[src/rtl/irq_ctl_pkg.sv]
// Shared definitions for the irq_ctl interrupt controller: FSM states,
// register addresses and STATUS word layout.
package irq_ctl_pkg;

  typedef enum logic [1:0] {
    ST_IDLE = 2'd0,
    ST_REQ  = 2'd1,
    ST_SERV = 2'd2
  } state_t;

  localparam logic [1:0] ADDR_MASK    = 2'd0;
  localparam logic [1:0] ADDR_PENDING = 2'd1;
  localparam logic [1:0] ADDR_STATUS  = 2'd2;
  localparam logic [1:0] ADDR_SOFT    = 2'd3;

  localparam int STAT_IRQ_BIT  = 0;
  localparam int STAT_SERV_BIT = 1;
  localparam int STAT_ID_LSB   = 8;

  // Assemble the STATUS read word; id is passed zero-extended to 8 bits.
  function automatic logic [31:0] status_word(input logic irq,
                                              input logic in_serv,
                                              input logic [7:0] id);
    logic [31:0] w;
    w = 32'd0;
    w[STAT_IRQ_BIT]          = irq;
    w[STAT_SERV_BIT]         = in_serv;
    w[STAT_ID_LSB +: 8]      = id;
    return w;
  endfunction

endpackage

[src/rtl/irq_ctl_prio_enc.sv]
// irq_prio_enc: converts a one-hot-or-zero vector into its bit index plus a
// valid flag. Lowest-index isolation is done by the caller.
module irq_prio_enc #(
  parameter int N = 8,
  parameter int W = 3
) (
  input  logic [N-1:0] onehot,
  output logic [W-1:0] idx,
  output logic         valid
);

  // OR-reduce the indices of set bits; with a one-hot input this is exact.
  always_comb begin
    idx = {W{1'b0}};
    for (int i = 0; i < N; i++) begin
      idx = idx | (onehot[i] ? W'(i) : {W{1'b0}});
    end
    valid = |onehot;
  end

endmodule

[src/rtl/irq_ctl.sv]
// Level-source interrupt controller with edge capture, mask, W1C pending,
// software set and a three-state request/service handshake.
// Optional macro IRQ_CTL_SYNC_EN adds a two-flop synchronizer on src_i.
module irq_ctl
  import irq_ctl_pkg::*;
#(
  parameter int N_SRC = 8,
  parameter int ID_W  = 3
) (
  input  logic             clk,
  input  logic             rst,
  input  logic [N_SRC-1:0] src_i,
  input  logic             iack,
  output logic             irq,
  output logic [ID_W-1:0]  irq_id,
  input  logic             reg_wr,
  input  logic [1:0]       reg_addr,
  input  logic [31:0]      reg_din,
  output logic [31:0]      reg_dout
);

  localparam logic [N_SRC-1:0] ONE  = {{(N_SRC-1){1'b0}}, 1'b1};
  localparam logic [N_SRC-1:0] ZERO = {N_SRC{1'b0}};

  state_t           state;
  logic [N_SRC-1:0] mask;
  logic [N_SRC-1:0] pending;
  logic [N_SRC-1:0] prev;
  logic [N_SRC-1:0] src_s;
  logic [N_SRC-1:0] edge_det;
  logic [N_SRC-1:0] active;
  logic [N_SRC-1:0] lowest;
  logic [N_SRC-1:0] set_bits;
  logic [N_SRC-1:0] clr_bits;
  logic [ID_W-1:0]  sel_id;
  logic             sel_valid;
  logic             wr_mask;
  logic             wr_pend;
  logic             wr_soft;
  logic             ack_clr;
  logic             unused_din;

`ifdef IRQ_CTL_SYNC_EN
  logic [N_SRC-1:0] sync1;
  logic [N_SRC-1:0] sync2;

  // Two-flop synchronizer for asynchronous sources.
  always_ff @(posedge clk or posedge rst) begin
    if (rst) begin
      sync1 <= ZERO;
      sync2 <= ZERO;
    end else begin
      sync1 <= src_i;
      sync2 <= sync1;
    end
  end
  assign src_s = sync2;
`else
  assign src_s = src_i;
`endif

  // Previous-value register for rising-edge detection.
  always_ff @(posedge clk or posedge rst) begin
    if (rst) prev <= ZERO;
    else     prev <= src_s;
  end

  assign edge_det = src_s & ~prev;
  assign wr_mask  = reg_wr & (reg_addr == ADDR_MASK);
  assign wr_pend  = reg_wr & (reg_addr == ADDR_PENDING);
  assign wr_soft  = reg_wr & (reg_addr == ADDR_SOFT);
  assign ack_clr  = (state == ST_REQ) & iack;

  // Sets are OR-ed in after clears so a same-cycle set always wins.
  assign set_bits = edge_det | (wr_soft ? reg_din[N_SRC-1:0] : ZERO);
  assign clr_bits = (wr_pend ? reg_din[N_SRC-1:0] : ZERO)
                  | (ack_clr ? (ONE << irq_id) : ZERO);

  // Mask and pending registers.
  always_ff @(posedge clk or posedge rst) begin
    if (rst) begin
      mask    <= ZERO;
      pending <= ZERO;
    end else begin
      pending <= (pending & ~clr_bits) | set_bits;
      if (wr_mask) mask <= reg_din[N_SRC-1:0];
      else         mask <= mask;
    end
  end

  assign active = pending & mask;
  assign lowest = active & (~active + ONE);

  irq_prio_enc #(
    .N (N_SRC),
    .W (ID_W)
  ) u_prio (
    .onehot (lowest),
    .idx    (sel_id),
    .valid  (sel_valid)
  );

  // Request/service FSM with registered irq and irq_id.
  always_ff @(posedge clk or posedge rst) begin
    if (rst) begin
      state  <= ST_IDLE;
      irq    <= 1'b0;
      irq_id <= {ID_W{1'b0}};
    end else begin
      case (state)
        ST_IDLE: begin
          if (sel_valid) begin
            irq_id <= sel_id;
            irq    <= 1'b1;
            state  <= ST_REQ;
          end
        end
        ST_REQ: begin
          if (iack) begin
            irq   <= 1'b0;
            state <= ST_SERV;
          end else if (!active[irq_id]) begin
            irq   <= 1'b0;
            state <= ST_IDLE;
          end
        end
        ST_SERV: begin
          irq <= 1'b0;
          if (!iack) state <= ST_IDLE;
        end
        default: begin
          irq   <= 1'b0;
          state <= ST_IDLE;
        end
      endcase
    end
  end

  // Combinational register read mux.
  always_comb begin
    reg_dout = 32'd0;
    case (reg_addr)
      ADDR_MASK:    reg_dout = 32'(mask);
      ADDR_PENDING: reg_dout = 32'(pending);
      ADDR_STATUS:  reg_dout = status_word(irq, state == ST_SERV, 8'(irq_id));
      default:      reg_dout = 32'd0;
    endcase
  end

  assign unused_din = ^reg_din[31:N_SRC];

endmodule

[config.mk]
export PLATFORM = sky130hd
export DESIGN_NAME = irq_ctl
export DESIGN_NICKNAME = d
export VERILOG_FILES = /design/src/rtl/irq_ctl_pkg.sv /design/src/rtl/irq_ctl_prio_enc.sv /design/src/rtl/irq_ctl.sv
export SDC_FILE = /design/constraint.sdc
export NUM_CORES = 1
export LEC_CHECK = 0
export ABC_AREA = 1
export CORE_AREA = 8 8 90 84
export DETAILED_ROUTE_END_ITERATION = 6
export DIE_AREA = 0 0 98 92
export GPL_ROUTABILITY_DRIVEN = 1
export PLACE_DENSITY = 0.71
export SLEW_MARGIN = 20
export SYNTH_ARGS = -nofsm -noshare
export SYNTH_HDL_FRONTEND = slang
export SYNTH_SLANG_ARGS = --single-unit
[constraint.sdc]
create_clock -name clk -period 2.4 [get_ports clk]
set_input_delay 0.36 -clock clk [delete_from_list [all_inputs] [get_ports clk]]
set_output_delay 0.36 -clock clk [all_outputs]
set_load 0.01 [all_outputs]
### Word-level counts from Yosys, hierarchy flattened

Cells that the tools add are included.

* add/sub/neg operators: 1
* $lt $le $gt $ge: 1
* equal/unequal tests: 8
* shift-type cells: 1
* muxes and demuxes: 22
* bitwise operators: 20
* reduce and logical (&&, ||, !) cells: 6

Operators by type and width (count)
* case mux 11 bit (3 select lines): 1
* bitwise AND 8 bit: 4
* two-way mux 8 bit: 3
* NOT 8 bit: 3
* OR 8 bit: 3
* OR 3 bit: 6
* two-way mux 2 bit: 6
* two-way mux 3 bit: 4
* adder 8 x 1 -> 8 bit (second input constant): 1
* OR reduction 8 bit: 1
* << shifter 1 x 3 -> 8 bit (first input constant): 1
* equality test 2 bit (second input constant): 3
* case mux 2 bit (3 select lines): 1
* two-way mux 1 bit: 5
* bitwise AND 1 bit: 4
* equality test 2 x 1 -> 1 bit (second input constant): 2
* zero test 2 bit: 2
* less-than comparator 3 x 4 -> 1 bit (second input constant): 1
* != test 2 bit (second input constant): 2
* AND reduction 2 bit: 2
* binary-select mux 1 bit (select 3 bit): 1
* != test 3 bit (second input constant): 1
* AND reduction 3 bit: 1
* case mux 1 bit (2 select lines): 1

* flip-flop bits (word level): 30
* input bits: 46
* word-level logic and storage cells: 65

### Depth between registers and ports, before layout

Gate-level depths: netlist of run 1.

* word-level depth: 11
* mapped depth: 11

### Cells and area by module

From an unflattened synthesis of run 1, not the netlist that was laid out.

* cells, all modules: 237
* area, all modules: 1793.0 um^2

Modules (own cells, without submodules)
* irq_ctl: times used 1, cells each 219, area an instance 1715.4 um^2, seq. area each 750.7 um^2
* irq_prio_enc: times used 1, cells each 18, area an instance 77.6 um^2, seq. area each 0.0 um^2

### Worst setup path after synthesis of run 1

No wires, ideal clock.

* path type: reg-to-reg
* from: reg irq_id[0]
* to: reg irq
* setup time: 117 ps
* data arrival time: 1095 ps
* required time: 2283 ps
* path slack: 1188 ps
* cell stages (with the launch flop): 12
* clock period less this slack: 1212 ps
* cells stage by stage: dfrtp_1 buf_4 inv_4 nand2_1 nand2_1 nand2_1 nand2_1 nand2_1 nand3_1 nand2_1 nand2_1 nand2_1

* cells in the longest elaborated chain, start to end: 4

RTL lines
* from (decl): line irq_ctl.sv:15 `output logic [ID_W-1:0] irq_id,`
* from (signal assigned): line irq_ctl.sv:108 `irq_id <= {ID_W{1'b0}};`
* from (signal assigned): line irq_ctl.sv:113 `irq_id <= sel_id;`
* binary-select mux 1 bit (select 3 bit): line irq_ctl.sv:122 `end else if (!active[irq_id]) begin`
* two-way mux 1 bit (not written as such): line irq_ctl.sv:122
* != test 3 bit (no source line)
* AND reduction 2 bit (no source line)
* to (signal assigned): line irq_ctl.sv:120 `irq <= 1'b0;`
* to (signal assigned): line irq_ctl.sv:123 `irq <= 1'b0;`
* to (signal assigned): line irq_ctl.sv:128 `irq <= 1'b0;`
* to (decl): line irq_ctl.sv:14 `output logic irq,`

No other way between the ends. The select of a mux whose other input is x is not followed.
A chain may end at the register's enable or synchronous reset.

### Worst setup path after layout of run 1

* from: in reg_addr[1]
* to: out reg_dout[0]

* cells in the longest elaborated chain, start to end: 2
* elaborated cells between the ends (all ways): 4

RTL lines
* from (decl): line irq_ctl.sv:17 `input logic [1:0] reg_addr,`
* equality test 2 bit (tied with other cells): line irq_ctl.sv:142 `case (reg_addr)`
* case mux 11 bit (3 select lines) *: line irq_ctl.sv:142
* to (decl): line irq_ctl.sv:19 `output logic [31:0] reg_dout`

Every way passes the cells marked *; elsewhere a longest branch is shown, timed or not.

==> results of run 1 <==
[power by group]
part / leakage [nW] / internal (mW) / switching, mW
Sequential: 0.346 / 0.615 / 0.115
Clock: 0.0482 / 0.231 / 0.189
Combinational: 0.694 / 0.337 / 0.456
Total: 1.09 / 1.18 / 0.760
[flip-flops by register name, summed over array words and instances, names as in the netlist]
signal	cells
irq	1
irq_id	3
mask	8
pending	8
prev	8
state	2
[per-stage QoR]
| step | util, % | power (mW) |
|---|---|---|
| 4_1_cts | 37.4 | 1.96 |
| 5_1_grt | 37.4 | 2.11 |
| 3_5_place_dp | 35.8 | 1.54 |
| 3_3_place_gp | 35.8 | 1.52 |
| 2_1_floorplan | - | 1.27 |
| 6_report | 37.4 | 1.94 |
[per-layer routing]
| layer | vias up | track usage [%] | routed length [um] |
|---|---|---|---|
| li1 | 758 | - | - |
| met1 | 677 | 13.0 | 2050 |
| met2 | 46 | 16.4 | 1970 |
| met3 | 8 | 3.85 | 320 |
| met4 | 0 | 4.93 | 79 |
| met5 | - | 0 | 0 |
[critical path, cell delays in order]
cell	delay, ns
clkdlybuf4s50_1	0.43
buf_4	0.15
nor2_4	0.24
nand2_1	0.09
nand3_1	0.11
clkdlybuf4s50_1	0.55
[cell usage after synthesis]
cell type,instances,area [sq um]
inv_4,3,18.8
dfrtp_1,30,751
o21ai_1,13,65.1
buf_4,22,165
nor2_1,10,37.5
conb_1,1,3.75
o21ai_0,6,30.0
inv_1,25,93.8
nand2_1,59,221
a22oi_1,6,45.0
nand3_1,8,40.0
nand3_2,2,20.0
o211ai_2,3,37.5
buf_2,1,5.00
nand4_1,2,12.5
o221ai_1,3,26.3
nand2_4,1,11.3
inv_2,1,3.75
nor4_1,1,6.26
a22o_1,5,43.8
nor2_4,3,33.8
o21ai_2,2,17.5
nor3_1,5,25.0
nand2_2,8,50.1
[logic make-up after synthesis]
kind of cell	synth area share (%)
buffers and inverters	16.2
other	0.213
AOI/OAI and AO/OA	15.0
and+or+nand+nor	26.0
DFF	42.6
[how the worst max path moves through the flow]
stage	start	to	slack [ns]	cells past startpoint
global route	reg_addr[1]	reg_dout[6]	0.003	5
global placement	reg_addr[0]	reg_dout[8]	0.1	5
CTS	reg_addr[1]	reg_dout[10]	0.07	6
finish	reg_addr[1]	reg_dout[0]	0.11	6
floorplan	irq_id[0]$_DFFE_PP0P_	irq$_DFFE_PP0P_	1.19	11
detailed placement	reg_addr[0]	reg_dout[10]	0.08	5
[final cells by class]
class | instances | share of cell area (%)
well taps | 72 | 4.03
repair buffers | 39 | 17.1
clock buffers | 7 | 3.86
multi-input cells | 158 | 36.0
clock inverters | 1 | 0.224
flip-flops and latches | 30 | 33.6
inverters | 29 | 5.20
==> results.sh, run 1 <==
export IMPL_crit_path_start_kind="input pin"
export IMPL_path_max_fanout=9
export IMPL_p_leak_nw=1.09
export IMPL_drc=0
export IMPL_multi_input_area_sq_um=805
export IMPL_r2r_end="irq_id[0]$_DFFE_PP0P_"
export IMPL_grt_overflow_total=0
export IMPL_fin_crit_ns=2.29
export IMPL_max_freq_mhz=437
export IMPL_grt_pass1_vias=1580
export IMPL_die_w_um=98
export IMPL_drt_antenna_violating_nets=0
export IMPL_nets=309
export IMPL_yosysSeqAreaShare_pct=42.6
export IMPL_cp_data_arrival_time_ns=1.93
export IMPL_place_area_sq_um=2140
export IMPL_min_period_over_period_pct=95.3
export IMPL_fillers=636
export IMPL_place_hpwl_mm=3.50
export IMPL_start_util_pct=29.5
export IMPL_setup_slack_ns=0.112
export IMPL_synth_area_sq_um=1760
export IMPL_stdcell_count=336
export IMPL_ys_warn_count=0
export IMPL_seqCellArea_sq_um=751
export IMPL_synthDistinctLibCells=24
export IMPL_cts_sinks=30
export IMPL_wirelength_mm=4.42
export IMPL_drtIter0Drc=86
export IMPL_finalWeightedCongestion=0.863
export IMPL_rsz0062_at_grt="no"
export IMPL_pin_count=82
export IMPL_setup_viol=0
export IMPL_n_antenna_cell=0
export IMPL_vias=1489
export IMPL_clockBufferDepth=2
export IMPL_ys_ff_latch=30
export IMPL_hold_viol_final=0
export IMPL_final_cell_area_sq_um=2240
export IMPL_root_buffer="clkbuf_8"
export IMPL_grt_max_degree=31
export IMPL_min_path_type="in2async"
export IMPL_fin_tns_setup_ns=0
export IMPL_timing_hold_ws_ns=0.438
export IMPL_critical_path_class="in2out"
export IMPL_final_common_cell="nand2_1"
export IMPL_routedWlPerCell_um=13.1
export IMPL_synthCells=220
export IMPL_portBuffers=36
export IMPL_firstDrtPassIters=4
export IMPL_die_height_um=92
export IMPL_reg2reg_from="pending[2]$_DFF_PP0_"
export IMPL_r2r_cells=10
export IMPL_antenna_found_initial=0
export IMPL_grt_pass1_wl_mm=7.76
export IMPL_final_cell_mix="nand2_1, clkdlybuf4s50_1, dfrtp_1, inv_1, conb_1"
export IMPL_htreeDepth=2
export IMPL_dp_slack_ns=0.0842
export IMPL_numCtsBuffers=5
export IMPL_irDropWorstVdd_uv=403
export IMPL_rrSetupSlack_ns=1.10
export IMPL_design_core_area_sq_um=5980
export IMPL_clk_insertion_delay_late_ns=0.29
export IMPL_maxCapViolCount=0
export IMPL_grtUsageTotal_pct=10.7
export IMPL_outcome="finished, final reports clean"
export IMPL_post_cts_buffers=0
export IMPL_avgSynthCellArea_sq_um=8.02
export IMPL_ctsResizeCount=0
export IMPL_cts_tree="yes"
export IMPL_viasPerCell=4.43
export IMPL_fin_skew_ns=0.00793
export IMPL_worst_setup_path_end_kind="output port"
export IMPL_crit_required_ns=2.04
export IMPL_p_per_area_nw_per_um2=869
export IMPL_drive_gt1_share_pct=12.9
export IMPL_synthToLayoutAreaGrowth_pct=26.7
export IMPL_clk_pin_slew_ns=0.07
export IMPL_dpl_cell_count=328
export IMPL_die_area_sq_um=9020
export IMPL_drv_slew=0
export IMPL_postCtsHoldBufs=0
export IMPL_num_rows=27
Power figures use the tool's default switching activity.
==> run 2, diff against run 1 <==
Settings changed: SLEW_MARGIN 20 to not set.
==> results of run 2 <==
Final layout, timing and power as in run 1 (identical DEF).
==> run 3, diff against run 2 <==
Settings changed: CORE_AREA 8 8 90 84 to 8 8 91 85, DIE_AREA 0 0 98 92 to 0 0 99 93, PLACE_DENSITY 0.71 to 0.7, SYNTH_HIERARCHICAL set to 1.
==> results.sh, run 3 <==
export IMPL_finalWeightedCongestion=0.879
export IMPL_rsz0062_at_grt="no"
export IMPL_portBuffers=36
export IMPL_crit_required_ns=2.04
export IMPL_min_period_over_period_pct=95.9
export IMPL_synth_common_cells="nand2_1, inv_1, dfrtp_1"
export IMPL_grt_pass1_vias=1673
export IMPL_top_regs="mask (8), pending (8), prev (8)"
export IMPL_p_leak_nw=1.16
export IMPL_htreeDepth=2
export IMPL_synth_top_family_by_area="simple AND/OR/NAND/NOR gates"
export IMPL_synth_edf_count=0
export IMPL_critical_path_class="in2out"
export IMPL_die_w_um=99
export IMPL_root_buffer="clkbuf_8"
export IMPL_drt_antenna_violating_nets=0
export IMPL_avgSynthCellArea_sq_um=7.57
export IMPL_final_common_cell="nand2_1"
export IMPL_muxShareOfSynthArea_pct=0
export IMPL_place_hpwl_mm=3.62
export IMPL_crit_buf_inv=2
export IMPL_cp_slowest_cell="clkdlybuf4s50_1"
export IMPL_synth_xor_area_share_pct=0
export IMPL_setup_viol=0
export IMPL_ys_warn_count=6
export IMPL_synth_compound_area_share_pct=13.9
export IMPL_pin_count=82
export IMPL_maxCapViolCount=0
export IMPL_synthDistinctLibCells=27
export IMPL_path_max_fanout=9
export IMPL_fin_crit_ns=2.30
export IMPL_drv_slew=0
export IMPL_cts_tree="yes"
export IMPL_grt_overflow_total=0
export IMPL_firstDrtPassIters=4
export IMPL_yosysTopAreaCell="dfrtp_1"
export IMPL_die_height_um=93
export IMPL_design_core_area_sq_um=6270
export IMPL_die_area_sq_um=9210
export IMPL_max_freq_mhz=434
export IMPL_ys_ff_latch=30
export IMPL_min_path_type="in2async"
export IMPL_cp_data_arrival_time_ns=1.94
export IMPL_p_per_area_nw_per_um2=860
export IMPL_viasPerCell=4.44
export IMPL_grt_pass1_wl_mm=7.75
export IMPL_yosysMostFrequentCell="nand2_1"
export IMPL_wirelength_mm=4.58
export IMPL_p_total_mw=1.94
export IMPL_synthToLayoutAreaGrowth_pct=25.8
export IMPL_fin_tns_setup_ns=0
export IMPL_grt_max_degree=31
export IMPL_synthCells=237
export IMPL_grtUsageTotal_pct=10.5
export IMPL_numCtsBuffers=5
export IMPL_n_antenna_cell=0
export IMPL_yosysTopAreaCellShare_pct=41.9
export IMPL_post_cts_buffers=0
export IMPL_hold_viol_final=0
export IMPL_start_util_pct=28.6
export IMPL_cpPeakStageDelay_ns=0.54
export IMPL_synth_area_sq_um=1790
export IMPL_utilization_pct=36.0
export IMPL_num_rows=28
export IMPL_antenna_found_initial=0
export IMPL_synthAdderAreaFrac_pct=0
export IMPL_async_reset_ff_share_pct=100
export IMPL_fillers=667
export IMPL_outcome="finished, final reports clean"
export IMPL_yosysSeqAreaShare_pct=41.9
export IMPL_clk_pin_slew_ns=0.06
export IMPL_crit_path_start_kind="input pin"
export IMPL_vias=1580
export IMPL_synth_simple_area_share_pct=25.1
export IMPL_clockBufferDepth=2
export IMPL_irDropWorstVdd_uv=361
export IMPL_synth_flop_cell="dfrtp_1"
export IMPL_clk_insertion_delay_late_ns=0.28
export IMPL_yosys_top_cells_area="dfrtp_1, nand2_1, buf_4, inv_1, o21ai_0"
export IMPL_multi_input_area_sq_um=778
export IMPL_fin_skew_ns=0.00231
export IMPL_worstPathCellList="clkdlybuf4s50_1 -> nor2_4 -> a22o_1 -> clkdlybuf4s50_1"
export IMPL_seqCellArea_sq_um=751
export IMPL_worst_setup_path_end_kind="output port"
export IMPL_cpLargestDelayFamily="buffers and inverters"
export IMPL_drive_gt1_share_pct=9.61
export IMPL_nets=326
export IMPL_routedWlPerCell_um=12.9
export IMPL_cp_common_cell="clkdlybuf4s50_1"
export IMPL_final_cell_mix="nand2_1, clkdlybuf4s50_1, inv_1, dfrtp_1, conb_1"
export IMPL_drtIter0Drc=74
export IMPL_cts_sinks=30
export IMPL_drc=0
run 3: cell count changes in the layout (fill, tap and decap cells not counted), sizes merged:
cell    before  now
a22o         5    3
a21oi        0    3
o21ai       21   19
o211ai       3    2
nor2        13   19
inv         29   41
o22ai        0    2
nor4         1    0
nor3b        0    1
nor3         5    6
nand2       68   69
nand3       10    7
run 3: tightest hold or removal path, stage by stage:
cell	delay [ns]
clkdlybuf4s50_1	0.39
inv_1	0.05
buf_4	0.35
run 3: final timing paths:
check	end	slack, ns	cells past startpoint	start
setup / recovery	reg_dout[2]	0.1	4	reg_addr[0]
hold / removal	mask[6]$_DFFE_PP0P_	0.45	3	rst
setup reg to reg	irq_id[1]$_DFFE_PP0P_	0.53	12	pending[0]$_DFF_PP0_
hold reg to reg	pending[5]$_DFF_PP0_	0.46	1	prev[5]$_DFF_PP0_
max in group asynchronous	mask[1]$_DFFE_PP0P_	1.68	3	rst
min in group clk	pending[5]$_DFF_PP0_	0.46	1	prev[5]$_DFF_PP0_
run 3: where the power goes:
part | internal, mW | switching (mW)
Combinational | 0.325 | 0.460
Clock | 0.231 | 0.187
Sequential | 0.617 | 0.120
Total | 1.17 | 0.768
run 3: metrics by stage:
step | instance area [sq um] | std cells | hold slack (ns) | setup slack [ns]
6_report | 2260 | 356 | 0.449 | 0.0976
3_3_place_gp | 2160 | 348 | 0.446 | 0.0574
4_1_cts | 2260 | 356 | 0.457 | 0.0660
5_1_grt | 2260 | 356 | 0.473 | 0.0135
2_1_floorplan | 1870 | 257 | 0.391 | 0.841
3_5_place_dp | 2160 | 348 | 0.458 | 0.0758
run 3: cell type report:
cell class | count | area share, %
multi-input cells | 163 | 34.5
flip-flops and latches | 30 | 33.3
inverters | 41 | 7.04
clock inverters | 1 | 0.222
well taps | 75 | 4.16
repair buffers | 39 | 17.0
clock buffers | 7 | 3.83
run 3: repair_timing:
item,CTS,global route
hold buffers,0,0
hold endpoints to repair,0,0
gates resized for setup,0,0
setup endpoints to repair,0,1
run 3: cells by family (layout without fill, tap and decap cells):
logic type | after synthesis | count (layout)
flops | 30 | 30
compound gates | 38 | 38
other cells | 1 | 21
buf+inv | 64 | 88
simple gates | 104 | 104
run 3: routing by layer:
layer / up-vias / global-route usage [%] / wire length [um]
li1: 795 / - / -
met4: 0 / 7.02 / 137
met2: 46 / 17.9 / 2300
met1: 727 / 11.0 / 1890
met3: 12 / 3.41 / 255
met5: - / 0 / 0
